File: src/rtl/conv_pkg.sv
// -----------------------------------------------------------------------------
// conv_pkg
//
// Shared definitions for the convolution window driver:
//   - default image/filter geometry and data width
//   - derived widths (product, accumulator, addresses)
//   - FSM state encoding
//
// No ports; imported by conv_addr_gen and conv_window_driver.
// -----------------------------------------------------------------------------
package conv_pkg;

    // Address/counter width helper: never returns 0, so a 1-entry range
    // still gets a 1-bit signal.
    function automatic int clog2_min1(input int n);
        return (n <= 1) ? 1 : $clog2(n);
    endfunction

    // Default geometry.
    localparam int IMG_W_DEF = 4;
    localparam int IMG_H_DEF = 4;
    localparam int K_DEF     = 3;
    localparam int DW_DEF    = 4;

    // Product of two DW-bit operands.
    localparam int PW_DEF = 2 * DW_DEF;

    // K*K products of at most (2^DW-1)^2 each stay below K*K * 2^PW, which
    // fits in PW + clog2(K*K) bits; the sum is exact, so no overflow logic.
    localparam int ACC_W_DEF = PW_DEF + clog2_min1(K_DEF * K_DEF);

    // Row-major address widths.
    localparam int IMG_AW_DEF  = clog2_min1(IMG_W_DEF * IMG_H_DEF);
    localparam int FILT_AW_DEF = clog2_min1(K_DEF * K_DEF);

    typedef enum logic [2:0] {
        ST_IDLE  = 3'd0,
        ST_MAC   = 3'd1,
        ST_DRAIN = 3'd2,
        ST_OUT   = 3'd3,
        ST_DONE  = 3'd4
    } conv_state_e;

endpackage : conv_pkg

File: src/rtl/conv_addr_gen.sv
// -----------------------------------------------------------------------------
// conv_addr_gen
//
// Window/tap counters for the convolution walk. (ox, oy) is the window
// origin, (tx, ty) the tap inside the window. Taps advance tx first, then ty;
// windows advance ox first, then oy. Addresses are row-major.
//
// Ports:
//   clk          in   clock
//   rst          in   synchronous active-high reset
//   clear_i      in   force all counters to 0 (held while idle)
//   step_tap_i   in   advance to the next tap (one tap issued this cycle)
//   adv_win_i    in   advance to the next window origin
//   img_addr_o   out  (oy+ty)*IMG_W + (ox+tx)
//   filt_addr_o  out  ty*K + tx
//   last_tap_o   out  current tap is K*K-1
//   last_win_o   out  current window origin is (IMG_W-K, IMG_H-K)
// -----------------------------------------------------------------------------
module conv_addr_gen
    import conv_pkg::*;
#(
    parameter int IMG_W   = IMG_W_DEF,
    parameter int IMG_H   = IMG_H_DEF,
    parameter int K       = K_DEF,
    parameter int IMG_AW  = clog2_min1(IMG_W * IMG_H),
    parameter int FILT_AW = clog2_min1(K * K)
) (
    input  logic               clk,
    input  logic               rst,
    input  logic               clear_i,
    input  logic               step_tap_i,
    input  logic               adv_win_i,
    output logic [IMG_AW-1:0]  img_addr_o,
    output logic [FILT_AW-1:0] filt_addr_o,
    output logic               last_tap_o,
    output logic               last_win_o
);

    localparam int XW = clog2_min1(IMG_W);
    localparam int YW = clog2_min1(IMG_H);
    localparam int KW = clog2_min1(K);

    localparam logic [XW-1:0] OX_MAX = XW'(IMG_W - K);
    localparam logic [YW-1:0] OY_MAX = YW'(IMG_H - K);
    localparam logic [KW-1:0] T_MAX  = KW'(K - 1);

    logic [XW-1:0] ox_q, ox_d;
    logic [YW-1:0] oy_q, oy_d;
    logic [KW-1:0] tx_q, tx_d;
    logic [KW-1:0] ty_q, ty_d;

    assign last_tap_o = (tx_q == T_MAX) && (ty_q == T_MAX);
    assign last_win_o = (ox_q == OX_MAX) && (oy_q == OY_MAX);

    always_comb begin
        // NOTE: every variable gets a default before any branch; a path that
        // leaves one unassigned would infer a latch.
        ox_d = ox_q;
        oy_d = oy_q;
        tx_d = tx_q;
        ty_d = ty_q;

        if (clear_i) begin
            ox_d = '0;
            oy_d = '0;
            tx_d = '0;
            ty_d = '0;
        end else begin
            // Tap walk wraps back to (0,0) after the last tap, ready for the
            // next window.
            if (step_tap_i) begin
                if (tx_q == T_MAX) begin
                    tx_d = '0;
                    ty_d = (ty_q == T_MAX) ? '0 : ty_q + KW'(1);
                end else begin
                    tx_d = tx_q + KW'(1);
                end
            end

            // Window walk also wraps to (0,0) after the last window so oy
            // never runs past its range.
            if (adv_win_i) begin
                if (ox_q == OX_MAX) begin
                    ox_d = '0;
                    oy_d = (oy_q == OY_MAX) ? '0 : oy_q + YW'(1);
                end else begin
                    ox_d = ox_q + XW'(1);
                end
            end
        end
    end

    always_ff @(posedge clk) begin
        // NOTE: sequential state uses non-blocking assignments so every
        // register samples pre-edge values regardless of statement order.
        if (rst) begin
            ox_q <= '0;
            oy_q <= '0;
            tx_q <= '0;
            ty_q <= '0;
        end else begin
            ox_q <= ox_d;
            oy_q <= oy_d;
            tx_q <= tx_d;
            ty_q <= ty_d;
        end
    end

    always_comb begin
        img_addr_o  = (IMG_AW'(oy_q) + IMG_AW'(ty_q)) * IMG_AW'(IMG_W)
                    + IMG_AW'(ox_q) + IMG_AW'(tx_q);
        filt_addr_o = FILT_AW'(ty_q) * FILT_AW'(K) + FILT_AW'(tx_q);
    end

endmodule : conv_addr_gen

File: src/rtl/conv_window_driver.sv
// -----------------------------------------------------------------------------
// conv_window_driver
//
// Walks a KxK filter over an IMG_W x IMG_H image (stride 1, no padding),
// feeding one pixel/tap pair per cycle to an external combinational
// multiplier and summing each window's products. Each finished sum leaves on
// a valid/ready stream; out_last marks the final window of the frame.
//
// Ports:
//   clk        in   clock
//   rst        in   synchronous active-high reset
//   go         in   start pulse, only honoured while idle
//   img_addr   out  row-major pixel address
//   img_data   in   pixel at img_addr (same-cycle read)
//   filt_addr  out  row-major tap address
//   filt_data  in   tap at filt_addr (same-cycle read)
//   mul_start  out  multiplier enable, high the cycle after a tap is issued
//   mul_din0   out  registered image operand
//   mul_din1   out  registered filter operand
//   mul_dout   in   multiplier product
//   out_valid  out  convolution result valid
//   out_ready  in   sink accepts result
//   out_data   out  convolution sum
//   out_last   out  final result of the frame
//   busy       out  not idle
//   done       out  one-cycle pulse after the last result is accepted
// -----------------------------------------------------------------------------
module conv_window_driver
    import conv_pkg::*;
#(
    parameter int IMG_W   = IMG_W_DEF,
    parameter int IMG_H   = IMG_H_DEF,
    parameter int K       = K_DEF,
    parameter int DW      = DW_DEF,
    parameter int PW      = 2 * DW,
    parameter int ACC_W   = PW + clog2_min1(K * K),
    parameter int IMG_AW  = clog2_min1(IMG_W * IMG_H),
    parameter int FILT_AW = clog2_min1(K * K)
) (
    input  logic               clk,
    input  logic               rst,
    input  logic               go,
    output logic [IMG_AW-1:0]  img_addr,
    input  logic [DW-1:0]      img_data,
    output logic [FILT_AW-1:0] filt_addr,
    input  logic [DW-1:0]      filt_data,
    output logic               mul_start,
    output logic [DW-1:0]      mul_din0,
    output logic [DW-1:0]      mul_din1,
    input  logic [PW-1:0]      mul_dout,
    output logic               out_valid,
    input  logic               out_ready,
    output logic [ACC_W-1:0]   out_data,
    output logic               out_last,
    output logic               busy,
    output logic               done
);

    conv_state_e state_q, state_d;

    logic             mul_start_q, mul_start_d;
    logic [DW-1:0]    mul_din0_q, mul_din0_d;
    logic [DW-1:0]    mul_din1_q, mul_din1_d;
    logic [ACC_W-1:0] acc_q, acc_d;

    // Strobes to the counter block.
    logic issue_tap;
    logic clear_cnt;
    logic handshake;
    logic last_tap;
    logic last_win;

    conv_addr_gen #(
        .IMG_W   (IMG_W),
        .IMG_H   (IMG_H),
        .K       (K),
        .IMG_AW  (IMG_AW),
        .FILT_AW (FILT_AW)
    ) u_addr_gen (
        .clk         (clk),
        .rst         (rst),
        .clear_i     (clear_cnt),
        .step_tap_i  (issue_tap),
        .adv_win_i   (handshake),
        .img_addr_o  (img_addr),
        .filt_addr_o (filt_addr),
        .last_tap_o  (last_tap),
        .last_win_o  (last_win)
    );

    // ---------------------------------------------------------------- FSM
    always_ff @(posedge clk) begin
        if (rst) begin
            state_q <= ST_IDLE;
        end else begin
            state_q <= state_d;
        end
    end

    always_comb begin
        state_d = state_q;
        unique case (state_q)
            ST_IDLE:  if (go) state_d = ST_MAC;
            ST_MAC:   if (last_tap) state_d = ST_DRAIN;
            ST_DRAIN: state_d = ST_OUT;
            ST_OUT:   if (out_ready) state_d = last_win ? ST_DONE : ST_MAC;
            ST_DONE:  state_d = ST_IDLE;
            default:  state_d = ST_IDLE;
        endcase
    end

    always_comb begin
        issue_tap = 1'b0;
        clear_cnt = 1'b0;
        handshake = 1'b0;
        out_valid = 1'b0;
        out_last  = 1'b0;
        out_data  = '0;
        busy      = 1'b1;
        done      = 1'b0;
        unique case (state_q)
            ST_IDLE: begin
                clear_cnt = 1'b1;
                busy      = 1'b0;
            end
            ST_MAC: begin
                issue_tap = 1'b1;
            end
            ST_DRAIN: begin
            end
            ST_OUT: begin
                out_valid = 1'b1;
                out_last  = last_win;
                out_data  = acc_q;
                handshake = out_ready;
            end
            ST_DONE: begin
                done = 1'b1;
            end
            default: begin
                busy = 1'b0;
            end
        endcase
    end

    // ------------------------------------------------------------ datapath
    // Operands are only registered while a tap is issued; otherwise they are
    // zeroed together with mul_start so the idle multiplier sees 0 x 0.
    // The accumulator adds one cycle behind the issue, so the product of the
    // final tap lands during DRAIN.
    always_comb begin
        mul_start_d = issue_tap;
        mul_din0_d  = issue_tap ? img_data  : '0;
        mul_din1_d  = issue_tap ? filt_data : '0;
        acc_d       = acc_q;
        if (clear_cnt || handshake) begin
            acc_d = '0;
        end else if (mul_start_q) begin
            acc_d = acc_q + ACC_W'(mul_dout);
        end
    end

    always_ff @(posedge clk) begin
        if (rst) begin
            mul_start_q <= 1'b0;
            mul_din0_q  <= '0;
            mul_din1_q  <= '0;
            acc_q       <= '0;
        end else begin
            mul_start_q <= mul_start_d;
            mul_din0_q  <= mul_din0_d;
            mul_din1_q  <= mul_din1_d;
            acc_q       <= acc_d;
        end
    end

    assign mul_start = mul_start_q;
    assign mul_din0  = mul_din0_q;
    assign mul_din1  = mul_din1_q;

endmodule : conv_window_driver

File: config.mk
export PLATFORM = sky130hd
export DESIGN_NAME = conv_window_driver
export DESIGN_NICKNAME = d
export VERILOG_FILES = /design/src/rtl/conv_pkg.sv /design/src/rtl/conv_addr_gen.sv /design/src/rtl/conv_window_driver.sv
export SDC_FILE = /design/constraint.sdc
export NUM_CORES = 1
export LEC_CHECK = 0
export CAP_MARGIN = 20
export CORE_ASPECT_RATIO = 0.75
export CORE_MARGIN = 2
export CORE_UTILIZATION = 30
export CTS_CLUSTER_DIAMETER = 150
export DETAILED_ROUTE_END_ITERATION = 8
export GPL_TIMING_DRIVEN = 0
export PLACE_DENSITY_LB_ADDON = 0.2
export SYNTH_ARGS = -nofsm -noshare
export SYNTH_HDL_FRONTEND = slang
export SYNTH_HIERARCHICAL = 1
export SYNTH_SLANG_ARGS = --single-unit
File: constraint.sdc
create_clock -name clk -period 2.5 [get_ports clk]
set_clock_uncertainty 0.15 [all_clocks]
set_input_delay 0.5 -clock clk [delete_from_list [all_inputs] [get_ports clk]]
set_output_delay 0.5 -clock clk [all_outputs]
set_load 0.05 [all_outputs]
Yosys cells after proc, flatten, opt, wreduce, memory -nomap -nowiden. Cells that the tools add are included.

Bits of input ports: 20. Word-level logic and storage cells: 59. Output and inout port bits: 33. Bits in registers: 32.

Multiply operators: 1. Reduce and logical (&&, ||, !) cells: 11. Mux-type cells: 17. Bitwise gates (word level): 1. Equal/unequal tests: 11. $add $sub $neg: 9.

Operators with widths (count): adder 12 x 8 -> 12 bit (1); adder 4 x 2 -> 4 bit (3); two-way mux 12 bit (1); two-way mux 3 bit (4); one-hot mux 3 bit (4 select lines) (1); adder 2 x 1 -> 2 bit (second input constant) (4); two-way mux 2 bit (4); two-way mux 1 bit (7); == test 3 x 2 -> 1 bit (second input constant) (2); != test 2 bit (second input constant) (3); OR reduction 2 bit (3); == test 2 x 1 -> 1 bit (second input constant) (2); == test 2 bit (second input constant) (2); multiplier 2 x 2 -> 4 bit (second input constant) (1); AND reduction 2 bit (2); OR reduction 4 bit (1); == test 3 x 1 -> 1 bit (second input constant) (1); == test 3 bit (second input constant) (1); zero test 3 bit (1); AND reduction 3 bit (1); adder 2 bit (1); logical AND 1 bit (2); logical OR 1 bit (1); inverter 1 bit (1).

Depth between registers and ports, before layout. Gate-level depths: netlist of the first run.

Depth after elaboration: 5. Gate-level depth with buffers: 7. Depth with buffers taken out: 7.

By module. Netlist of the first run, hierarchy kept.

By module, submodules not included: conv_window_driver (area each 1417.6 sq um, instances 1, cells each 153); conv_addr_gen (area each 564.3 sq um, instances 1, cells each 58).

Least setup slack after synthesis of the first run. No wires, ideal clock.

Path kind: flip-flop to output port. From: register u_addr_gen.tx_q[1]. To: output port filt_addr[2]. Data required time: 1850 ps. Buffers on the path: 0. Arrival: 2022 ps. Stages on the path, launching flop included: 6. Slack: -172 ps. Path through: dfxtp_1 -> inv_1 -> fa_1 -> inv_1 -> ha_1 -> fa_1.

Longest elaborated chain between the ends: 1.

RTL lines: start, declared (line conv_addr_gen.sv:49) `logic [KW-1:0] tx_q, tx_d;`; start signal, assigned (line conv_addr_gen.sv:104) `tx_q <= tx_d;`; adder 4 x 2 -> 4 bit (line conv_addr_gen.sv:112) `filt_addr_o = FILT_AW'(ty_q) * FILT_AW'(K) + FILT_AW'(tx_q);`; end, declared (line conv_window_driver.sv:45) `output logic [FILT_AW-1:0] filt_addr,`.

No other way between the ends.

Worst setup path in the final report of the first run.
From: register u_addr_gen.ty_q[0]. To: output port filt_addr[2].

Longest elaborated chain between the ends: 2.

RTL lines: start, declared (line conv_addr_gen.sv:50) `logic [KW-1:0] ty_q, ty_d;`; start signal, assigned (line conv_addr_gen.sv:105) `ty_q <= ty_d;`; multiplier 2 x 2 -> 4 bit (line conv_addr_gen.sv:112); adder 4 x 2 -> 4 bit (line conv_addr_gen.sv:112).

No other way between the ends.

==> results of run 1 <==
-- worst max-delay path: cells and delay by family (launching register included) --
family / cells / cell delay, ns
fa+ha+maj: 3 / 1.24
buf+inv: 3 / 0.22
flops: 1 / 0.36
-- how the worst min path moves through the flow --
stage          slack [ns]            endpoint                from  cells past startpoint
2_1_floorplan        0.29  u_addr_gen/oy_q[1]  u_addr_gen/oy_q[1]                      2
3_3_place_gp         0.31           acc_q[11]           acc_q[11]                      2
3_5_place_dp         0.31  u_addr_gen/oy_q[1]  u_addr_gen/oy_q[1]                      2
4_1_cts              0.32  u_addr_gen/oy_q[1]  u_addr_gen/oy_q[1]                      2
5_1_grt              0.36           acc_q[11]           acc_q[11]                      2
6_report             0.32  u_addr_gen/oy_q[1]  u_addr_gen/oy_q[1]                      2
-- area by class of cell --
type                       instances  area, µm²  share of cell area, %
tap                               81        101                   3.69
clock buffer                       5       68.8                   2.51
clock inverter                     3       18.8                  0.683
sequential                        32        654                   23.8
buffer                             8       60.1                   2.19
timing repair buffer              59        519                   18.9
multi-input combinational        160       1280                   46.5
inverter                          11       46.3                   1.69
-- routing by layer --
| metal | track usage [%] | vias up | wire length, µm |
|---|---|---|---|
| met3 | 4.98 | 2 | 333 |
| li1 | - | 874 | - |
| met2 | 17.1 | 46 | 1810 |
| met4 | 2.31 | 0 | 23 |
| met1 | 19.4 | 780 | 2570 |
| met5 | 0 | - | 0 |
-- registers in the layout, indices dropped and copies added (netlist names) --
register,flops
acc_q,12
mul_din0,4
mul_din1,4
mul_start,1
state_q,3
u_addr_gen/ox_q,2
u_addr_gen/oy_q,2
u_addr_gen/tx_q,2
u_addr_gen/ty_q,2
-- where the power goes --
part           leakage, nW  switching (mW)  internal, mW
combinational        0.876          0.0922        0.0765
clock               0.0479           0.199         0.194
sequential           0.263         0.00717         0.516
total                 1.19           0.298         0.786
-- metrics by stage --
step	cells	instance area [µm²]	worst slack, ns	setup TNS (ns)	util [%]
2_1_floorplan	211	1990	0.00350	0	-
3_3_place_gp	344	2610	-0.663	-3.83	41.2
3_5_place_dp	344	2610	-0.684	-3.76	41.2
4_1_cts	358	2710	-0.247	-0.303	42.7
5_1_grt	359	2750	-0.293	-0.416	43.3
6_report	359	2750	-0.238	-0.298	43.3
-- cells in the mapped netlist, drive strengths merged, types with 2 or more instances --
| library cell | number |
|---|---|
| nand2b | 4 |
| a21oi | 12 |
| nand2 | 11 |
| nand3b | 2 |
| mux2i | 8 |
| dfxtp | 32 |
| fa | 4 |
| or3 | 2 |
| o21ai | 2 |
| or2 | 2 |
| nor2 | 13 |
| clkbuf | 2 |
| a211oi | 5 |
| o211a | 2 |
| and2 | 23 |
| nand3 | 8 |
| o21a | 2 |
| o22ai | 2 |
| nor3b | 4 |
| xnor2 | 6 |
| and3 | 4 |
| nor3 | 4 |
| o31a | 2 |
| a21o | 3 |
| buf | 6 |
| xor2 | 2 |
| nor2b | 3 |
| ha | 16 |
| inv | 11 |
-- cell families (layout without fill, tap and decap cells) --
logic type / count (synthesis) / in the layout / share of synthesized area (%)
buffers and inverters: 19 / 86 / 5.05
multiplexers: 9 / 9 / 4.80
AO/OA/AOI/OAI: 38 / 38 / 14.9
flip-flops: 32 / 32 / 32.3
adder cells (fa/ha/maj): 20 / 20 / 14.1
XOR/XNOR: 8 / 8 / 3.54
AND/OR/NAND/NOR: 85 / 85 / 25.3
-- repair_timing --
item,in CTS,in global routing
pin swaps,2,3
buffers inserted,6,1
endpoints found under the setup margin,21,11
gates resized for setup,94,16
==> key figures, run 1 <==
GRT
  – Largest net degree at the start of global routing: 12
  – Gr usage total: 12.8%
  – Vias in the first global route: ~1500
  – Initial antenna violation count: 0
  – Global-route wire length before repair: 7450 µm
  – Grt ovf: 0

STA
  – Peak Freq: 0.365 GHz
  – Fin crit period: 2.74 ns
  – Fin. Hold Viols: 0
  – Final Setup Violations: 2
  – RSZ-0062 raised after global routing: yes
  – Hold slack: roughly 0.32 ns
  – Worst setup margin: -0.238 ns
  – Slew margin rel.: about two thirds
  – Period utilization: 110%
  – Actual slew at the worst max-slew pin: 0.513 ns
  – Max-slew violations: 0

Worst setup path
  – Critical Path AT: 2.09 ns
  – Crit path cell chain: inv_4 -> fa_1 -> inv_1 -> ha_2 -> fa_2 -> buf_8
  – CP max stage cell: fa_2
  – Worst Setup Start Kind: flop
  – Critical Path End: filt_addr[2]
  – CP Class: flop to output port
  – R2r setup slk: 0.40 ns
  – RR Startpoint: acc_q[0]
  – Required @ worst endpoint: 1.85 ns
  – Crit path capture type: output port
  – Worst path max stage delay: 0.54 ns
  – Critical path launch point: u_addr_gen/ty_q[0]
  – CP max FO: 2
  – FF-to-FF path depth: 6
  – R2r endpoint: acc_q[8]

Logic synthesis
  – Post-synth top area share: about a third
  – #FFs+latches synth: 32
  – Main synth FF type: dfxtp_1
  – Syn Inst Count: 211
  – Post-Syn Area per Cell: 9.39 µm²
  – Sequential fraction of the synthesis area: 32.3%
  – Post-synth top area cell: dfxtp_1
  – Yosys warns: 6
  – Number of synthesized flops with an enable pin: 0
  – Synth top area cells: dfxtp_1, ha_1, and2_1
  – Cell area after synthesis: slightly below 2000 µm²
  – Syn Nets: 251
  – Post-synthesis async set-or-reset flop share: 0%
  – Distinct cells, synth: 53

CTS
  – Clock buffer count from CTS: 5
  – CTS Hold Buffers Added: 0
  – Root Buffer: clkbuf_8
  – Clock Path Buffers: 2
  – Clock latency on the worst-skew pair: 0.28 ns
  – CTS tree: built
  – Clock sink count: 32
  – Reg clk slew, reported paths: 0.06 ns
  – H-tree Lvls: 2

Pwr
  – Pwr Density: roughly 390 nW/µm²
  – Overall power: 1.08 mW
  – Worst vdd ir: 0.254 mV
  – Pleak: 1.19 nW

Drt
  – Via count: 1702
  – Detailed Route WL: 4730 µm
  – First-pass iteration count of the detailed router: 4
  – Avg WL per Cell: 13.2 µm
  – Detail Route Antenna Nets: 0
  – Initial DRC Count: 66
  – # DRC: 0
  – Routed vias/inst: about 4.7

Place
  – PortBufs: 52
  – Final HPWL DP: 3540 µm
  – GP Congestion: 0.849

Floorplanning
  – Width of the chip: 97.9 µm
  – Area of the core: 6350 µm²
  – Die span in y: 74.4 µm
  – Die ar.: just over 7000 µm²
  – # IOs: 53
  – Initial Util: 31.2%
  – # rows: 25

Status
  – Status: complete, but fails checks
  – Failing checks: negative setup slack

Min path
  – Hold Crit Class: flop to flop

Final layout
  – Nets@finish: 317
  – Fillers: 624
  – Most common cell after layout, fill and taps aside: clkdlybuf4s50_1
  – Share of cells above drive strength 1: between 20% and 30%
  – Most frequent cells in the layout: clkdlybuf4s50_1, dfxtp_1, and2_1, ha_1
  – Antenna Cells: 0
  – Area growth, synth to finish: 38.6%

Flow run
  – Max-cap violations: 0
No activity file was read; power rests on OpenSTA's default activity.
==> run 2, diff against run 1 <==
--- a/config.mk
+++ b/config.mk
@@ -6,9 +6,11 @@
 export NUM_CORES = 1
 export LEC_CHECK = 0
 export CAP_MARGIN = 20
+export CELL_PAD_IN_SITES_DETAIL_PLACEMENT = 1
+export CELL_PAD_IN_SITES_GLOBAL_PLACEMENT = 2
 export CORE_ASPECT_RATIO = 0.75
 export CORE_MARGIN = 2
-export CORE_UTILIZATION = 30
+export CORE_UTILIZATION = 29
 export CTS_CLUSTER_DIAMETER = 150
 export DETAILED_ROUTE_END_ITERATION = 8
 export GPL_TIMING_DRIVEN = 0
==> run 2 against run 1 <==
  * The run still ends with negative setup slack left
  * Non-clock buffer count did not move
  * Sequential share of layout area shrank 0.054 points
  * Power is 9.7% higher
  * Register-to-register slack about the same
  * Sequential power hardly changed
  * Critical path type unchanged
  * Largest cell class unchanged
  * Largest power group unchanged
==> key figures, run 2 (synthesis gave the netlist of run 1 again) <==
Drt
  – Detailed Route WL: 5060 µm (+7.0%)
  – First-pass iteration count of the detailed router: 6 (+2)
  – Routed met2 length: 1970 µm (+9.2%)
  – Routed vias/inst: 4.70 (-0.77%)
  – Avg WL per Cell: 14.0 µm (+6.1%)
  – Max layer used: met4
  – Metal3 WL: 310 µm (-6.9%)
  – Initial DRC Count: 32 (-52%)
  – Detail Route Antenna Nets: 0 (unchanged)
  – Met1 wire length: 2690 µm (+4.9%)
  – Via count: 1703 (+0.059%)
  – # DRC: 0 (unchanged)

Pwr
  – Pleak: 1.18 nW (-0.25%)
  – Overall power: 1.19 mW (+9.7%)
  – Worst vdd ir: 0.223 mV (-12%)
  – Combinational Power Share: 14.2% (-1.4 points)
  – Internal power: 0.888 mW (+13%)
  – Pwr Density: 432 nW/µm² (+9.4%)
  – Switch Pwr: 0.301 mW (+1.1%)
  – Switching Share: 25.3% (-2.2 points)
  – Clock share of power: 41.8% (+5.6 points)
  – Seq pwr share: 44.0% (-4.2 points)

Final layout
  – Top reg by flops: acc_q
  – Reg area: 654 µm² (unchanged)
  – Max reg flops: 12 (unchanged)
  – Final Util: 41.1% (-2.2 points)
  – Final instance area: 2750 µm² (+0.23%)
  – Share of cells above drive strength 1: 23.0% (-0.72 points)
  – Antenna Cells: 0 (unchanged)
  – Most common cell after layout, fill and taps aside: clkdlybuf4s50_1
  – Finished Layout Cells: 362 (+0.84%)
  – Area growth, synth to finish: 38.9%
  – Nets@finish: 317 (unchanged)
  – Fillers: 795 (+27%)
  – Most frequent cells in the layout: clkdlybuf4s50_1, dfxtp_1, and2_1, ha_1, nor2_1
  – Area occupied by multi-input gates: 1260 µm² (-1.6%)

Worst setup path
  – CP max FO: 2 (unchanged)
  – RR Startpoint: acc_q[0]
  – R2r endpoint: acc_q[8]
  – R2r setup slk: 0.40 ns (about the same)
  – Critical Path AT: 2.10 ns (about the same)
  – Crit path capture type: output port
  – FF-to-FF path depth: 6 (unchanged)
  – Critical Path End: filt_addr[2]
  – Required @ worst endpoint: 1.85 ns (about the same)
  – Critical path launch point: u_addr_gen/ty_q[0]
  – Worst Setup Start Kind: flop
  – CP Class: flop to output port

Place
  – Placed Cells: 347 (+0.87%)
  – Post-placement cell area: 2620 µm² (+0.14%)
  – PortBufs: 52 (unchanged)
  – GP Congestion: 0.806 (-5.2%)
  – Final HPWL DP: 3870 µm (+9.4%)

STA
  – Peak Freq: 0.364 GHz (-0.37%)
  – Final Setup Violations: 2 (unchanged)
  – Actual slew at the worst max-slew pin: 0.513 ns (+0.000818 ns)
  – Fin crit period: 2.75 ns (+0.0101 ns)
  – Fin. Hold Viols: 0 (unchanged)
  – Period utilization: 110% (+0.40 points)
  – RSZ-0062 raised after global routing: yes
  – Worst setup margin: -0.248 ns (-0.0101 ns)
  – Max-slew violations: 0 (unchanged)
  – Setup TNS: -0.314 ns (-0.0161 ns)
  – Slew margin rel.: 65.7% (about the same)

CTS
  – H-tree Lvls: 2 (unchanged)
  – Clock Path Buffers: 2 (unchanged)
  – CTS tree: built
  – Clock buffer count from CTS: 5 (unchanged)
  – CTS Hold Buffers Added: 0 (unchanged)
  – Reg clk slew, reported paths: 0.06 ns (about the same)
  – Clock sink count: 32 (unchanged)
  – Root Buffer: clkbuf_8
  – Clock latency on the worst-skew pair: 0.29 ns (about the same)

Floorplanning
  – Die ar.: 7520 µm² (+3.3%)
  – # IOs: 53 (unchanged)
  – Width of the chip: 99.5 µm (+1.6%)
  – # rows: 26 (+4.0%)
  – Initial Util: 29.6% (-1.6 points)
  – Die span in y: 75.6 µm (+1.6%)
  – Area of the core: 6700 µm² (+5.5%)

GRT
  – Vias in the first global route: 1682 (+11%)
  – Largest net degree at the start of global routing: 11 (-1)
  – Gr usage total: 14.3% (+1.5 points)
  – Global-route wire length before repair: 8250 µm (+11%)
  – Initial antenna violation count: 0 (unchanged)
  – Grt ovf: 0 (unchanged)

Status
  – Status: complete, but fails checks
  – Failing checks: negative setup slack

Min path
  – Hold Crit Class: flop to flop

Flow run
  – Max-cap violations: 0 (unchanged)
-- run 2: power by group through the flow --
stage          clock, mW  sequential [mW]  combinational, mW
6_report           0.497            0.524              0.169
5_1_grt            0.536            0.525              0.183
4_1_cts            0.517            0.523              0.169
3_5_place_dp           0            0.538              0.170
3_3_place_gp           0            0.538              0.170
2_1_floorplan          0            0.556             0.0830
-- run 2: layout make-up --
type                            instances  share of cell area (%)
Buffer                                  8                    2.27
Clock buffer                            6                    2.64
Clock inverter                          2                    1.27
Inverter                               11                    1.68
Multi-Input combinational cell        160                    45.7
Sequential cell                        32                    23.8
Tap cell                               84                    3.82
Timing Repair Buffer                   59                    18.9
-- run 2: timing repair --
action,4_1_cts,5_1_grt
gates resized for setup,96,20
pin swaps,3,0
endpoints found under the setup margin,21,23
setup buffers,6,1
-- run 2: routing by layer --
layer,track usage (%),vias to the layer above
li1,-,864
met1,20.7,792
met2,19.6,39
met3,4.22,8
met4,6.09,0
met5,0,-
-- run 2: how the worst min path moves through the flow --
| stage | startpoint | to | slack (ns) | cells past startpoint |
|---|---|---|---|---|
| detailed placement | u_addr_gen/oy_q[1] | u_addr_gen/oy_q[1] | 0.32 | 2 |
| floorplan | u_addr_gen/oy_q[1] | u_addr_gen/oy_q[1] | 0.29 | 2 |
| global placement | acc_q[11] | acc_q[11] | 0.31 | 2 |
| global route | acc_q[11] | acc_q[11] | 0.37 | 2 |
| CTS | u_addr_gen/oy_q[1] | u_addr_gen/oy_q[1] | 0.33 | 2 |
| finish | u_addr_gen/oy_q[1] | u_addr_gen/oy_q[1] | 0.32 | 2 |
-- run 2: per-stage QoR --
| step | hold slack (ns) | setup slack [ns] |
|---|---|---|
| finish | 0.321 | -0.248 |
| floorplan | 0.286 | 0.00350 |
| global placement | 0.306 | -0.669 |
| global route | 0.365 | -0.300 |
| CTS | 0.330 | -0.271 |
| detailed placement | 0.323 | -0.677 |
-- run 2: critical path: stages (launching register included) --
cell	delay [ns]
dfxtp_4	0.36
inv_4	0.04
fa_1	0.52
inv_1	0.05
ha_2	0.17
fa_2	0.54
buf_8	0.14
==> patch, RTL diff (config.mk and constraints of run 1) <==
`IMG_H_DEF`: 4 -> 2.
--- a/src/rtl/conv_pkg.sv
+++ b/src/rtl/conv_pkg.sv
@@ -18,7 +18,7 @@
 
     // Default geometry.
     localparam int IMG_W_DEF = 4;
-    localparam int IMG_H_DEF = 4;
+    localparam int IMG_H_DEF = 2;
     localparam int K_DEF     = 3;
     localparam int DW_DEF    = 4;
 
Interface: changed (resized img_addr); port bits go from 53 to 52. The function was not compared with the original's and may differ.
==> patch against run 1 <==
Final area down 2.9%. Worst hold slack better by 5.1 ps. Largest power group is now clock. Area after synthesis down 2.5%. Via count down 5.9%. Worst setup slack better by 95 ps. Routed wire length down 6.7%. Total power up 11%. The run still ends with setup timing left. Sequential cell count down 1.
==> patch: results (changes against run 1) <==
Logic synthesis
  – Synth area leaders: dfxtp_1 (32%), ha_1 (9.1%), and2_1 (7.1%)
  – Distinct cells, synth: 56 (+5.7%)
  – Sequential share of the synthesized area: 0.321 (-0.00199)
  – Syn_nets: 236 (-6.0%)
  – Synth warnings: 6 (unchanged)
  – Ys async rst share: 0 (unchanged)
  – Post-synth top cells: dfxtp_1 (31), and2_1 (22), ha_1 (14)

Worst setup path
  – Worst Path Max Fanout: 5 (+3)
  – RR Endpoint: acc_q[10]
  – Worst-case reg-to-reg path depth: 6 (unchanged)
  – Arrival time at the worst endpoint: 1990 ps (-100 ps)
  – Critical path's slowest cell: fa_2
  – R2r setup slk: 410 ps
  – Crit-path max cell delay: 540 ps (about the same)
  – Crit path from: u_addr_gen/tx_q[1]

Finish
  – Max FFs per register: 12 (unchanged)
  – Nets: 296 (-6.6%)
  – Antenna diodes: 0 (unchanged)
  – Layout cells sized above 1: 0.224 (-0.0135)

GRT
  – Largest net degree at the start of global routing: 11 (-1)
  – Global route overflow: 0 (unchanged)
  – Vias in the first global route: 1,473 (-2.8%)
  – First-pass GRT wire length: 7.37 mm (-1.1%)
  – Total GRT Usage: 0.130 (+0.00137)

Placed design
  – Port-buffer cells: 51 (-1.9%)
  – GP Congestion: 0.791 (-6.9%)
  – Place WS: -631 ps (+53.3 ps)
  – Detailed-placement wirelength estimate: 3.27 mm (-7.5%)

Detailed routing
  – Iter 0 DRT Violations: 51 (-23%)
  – Pre-Repair DR Iteration Count: 4 (unchanged)
  – Via-to-Cell Ratio: 4.71 (-0.68%)
  – Drt wl/cell: 13.0 um (-1.4%)

Clocking
  – Worst-skew pair later-pin latency: 280 ps (about the same)
  – CTS Buf Count: 5 (unchanged)
  – Maximum clock path buffer count: 2 (unchanged)
  – CTS H-tree lvls: 2 (unchanged)

Outcome
  – Outcome: finished with violations
  – Failing checks: setup timing

Power and ir drop
  – VDD IR-drop max: 269 uV (+5.9%)
  – Static Leak: 1.13 nW (-4.7%)

STA
  – Final worst slack: -142 ps (+95.4 ps)
  – Relative max-transition margin: 0.653 (-0.00410)
  – Final setup fails: 1 (-1)
-- patch: changes by cell type after synthesis, moves of 2 or more --
| cell | change |
|---|---|
| nor2_1 | -6 |
| and3b_1 | +2 |
| nor3_1 | +2 |
| ha_1 | -2 |
| a21oi_1 | -3 |
| nor3b_1 | +3 |
| xnor2_1 | -2 |
| inv_1 | -6 |
| clkbuf_8 | +2 |
| nand2_1 | -2 |
| mux2i_1 | -2 |
| mux2_2 | +3 |
-- patch: layout make-up --
| type | count | area, um2 |
|---|---|---|
| sequential | 31 | 629 |
| tap | 81 | 101 |
| inverter | 5 | 18.8 |
| buffer | 9 | 76.3 |
| multi-input combinational | 153 | 1240 |
| fill | 632 | 3590 |
| clock buffer | 6 | 82.6 |
| clock inverter | 2 | 35.0 |
| timing repair buffer | 53 | 483 |
-- patch: where the power goes --
part | internal [mW] | switching (mW) | leakage (nW)
Combinational | 0.0819 | 0.0987 | 0.816
Sequential | 0.501 | 0.00721 | 0.253
Clock | 0.322 | 0.195 | 0.0612
Total | 0.906 | 0.301 | 1.13
-- patch: worst min-delay path by stage --
stage               depth (start not counted)  slack (ps)       from         to
detailed placement                          2         310  acc_q[11]  acc_q[11]
finish                                      2         320  acc_q[11]  acc_q[11]
global placement                            2         310  acc_q[11]  acc_q[11]
floorplan                                   2         290  acc_q[11]  acc_q[11]
CTS                                         2         330  acc_q[11]  acc_q[11]
global route                                2         360  acc_q[10]  acc_q[10]
-- patch: cells by family after synthesis --
family	after synthesis	synth area share
multiplexers	10	0.0563
AND/OR/NAND/NOR	84	0.269
adder cells (fa/ha/maj)	18	0.132
buffers and inverters	14	0.0486
AO/OA/AOI/OAI	36	0.150
flip-flops	31	0.321
XOR/XNOR	5	0.0227
-- patch: timing repair --
item	4_1_cts	5_1_grt
endpoints found under the hold margin	0	0
setup endpoints to repair	20	20
gates resized for setup	84	16
setup buffers	0	2
pin swaps	0	1
-- patch: metrics by stage --
step / hold WS (ps) / instance area, um2 / TNS (ps) / instances / util
floorplan: 288 / 1940 / 0 / 198 / -
global placement: 309 / 2550 / -3540 / 330 / 0.408
detailed placement: 309 / 2550 / -3630 / 330 / 0.408
CTS: 327 / 2630 / -191 / 338 / 0.421
global route: 359 / 2670 / -306 / 340 / 0.426
finish: 324 / 2670 / -142 / 340 / 0.426
-- patch: critical path, delay by kind of cell, from the launching register on --
kind / cells / cell delay, ps
fa+ha+maj: 3 / 1210
flops: 1 / 370
buf+inv: 1 / 140
-- patch: routing by layer --
layer	routed length [um]	part of all wire	GRT usage	up-vias
li1	-	-	-	819
met4	48	0.011	0.0376	0
met2	1620	0.37	0.165	46
met1	2420	0.55	0.197	731
met3	326	0.074	0.0485	5
met5	0	0	0	-
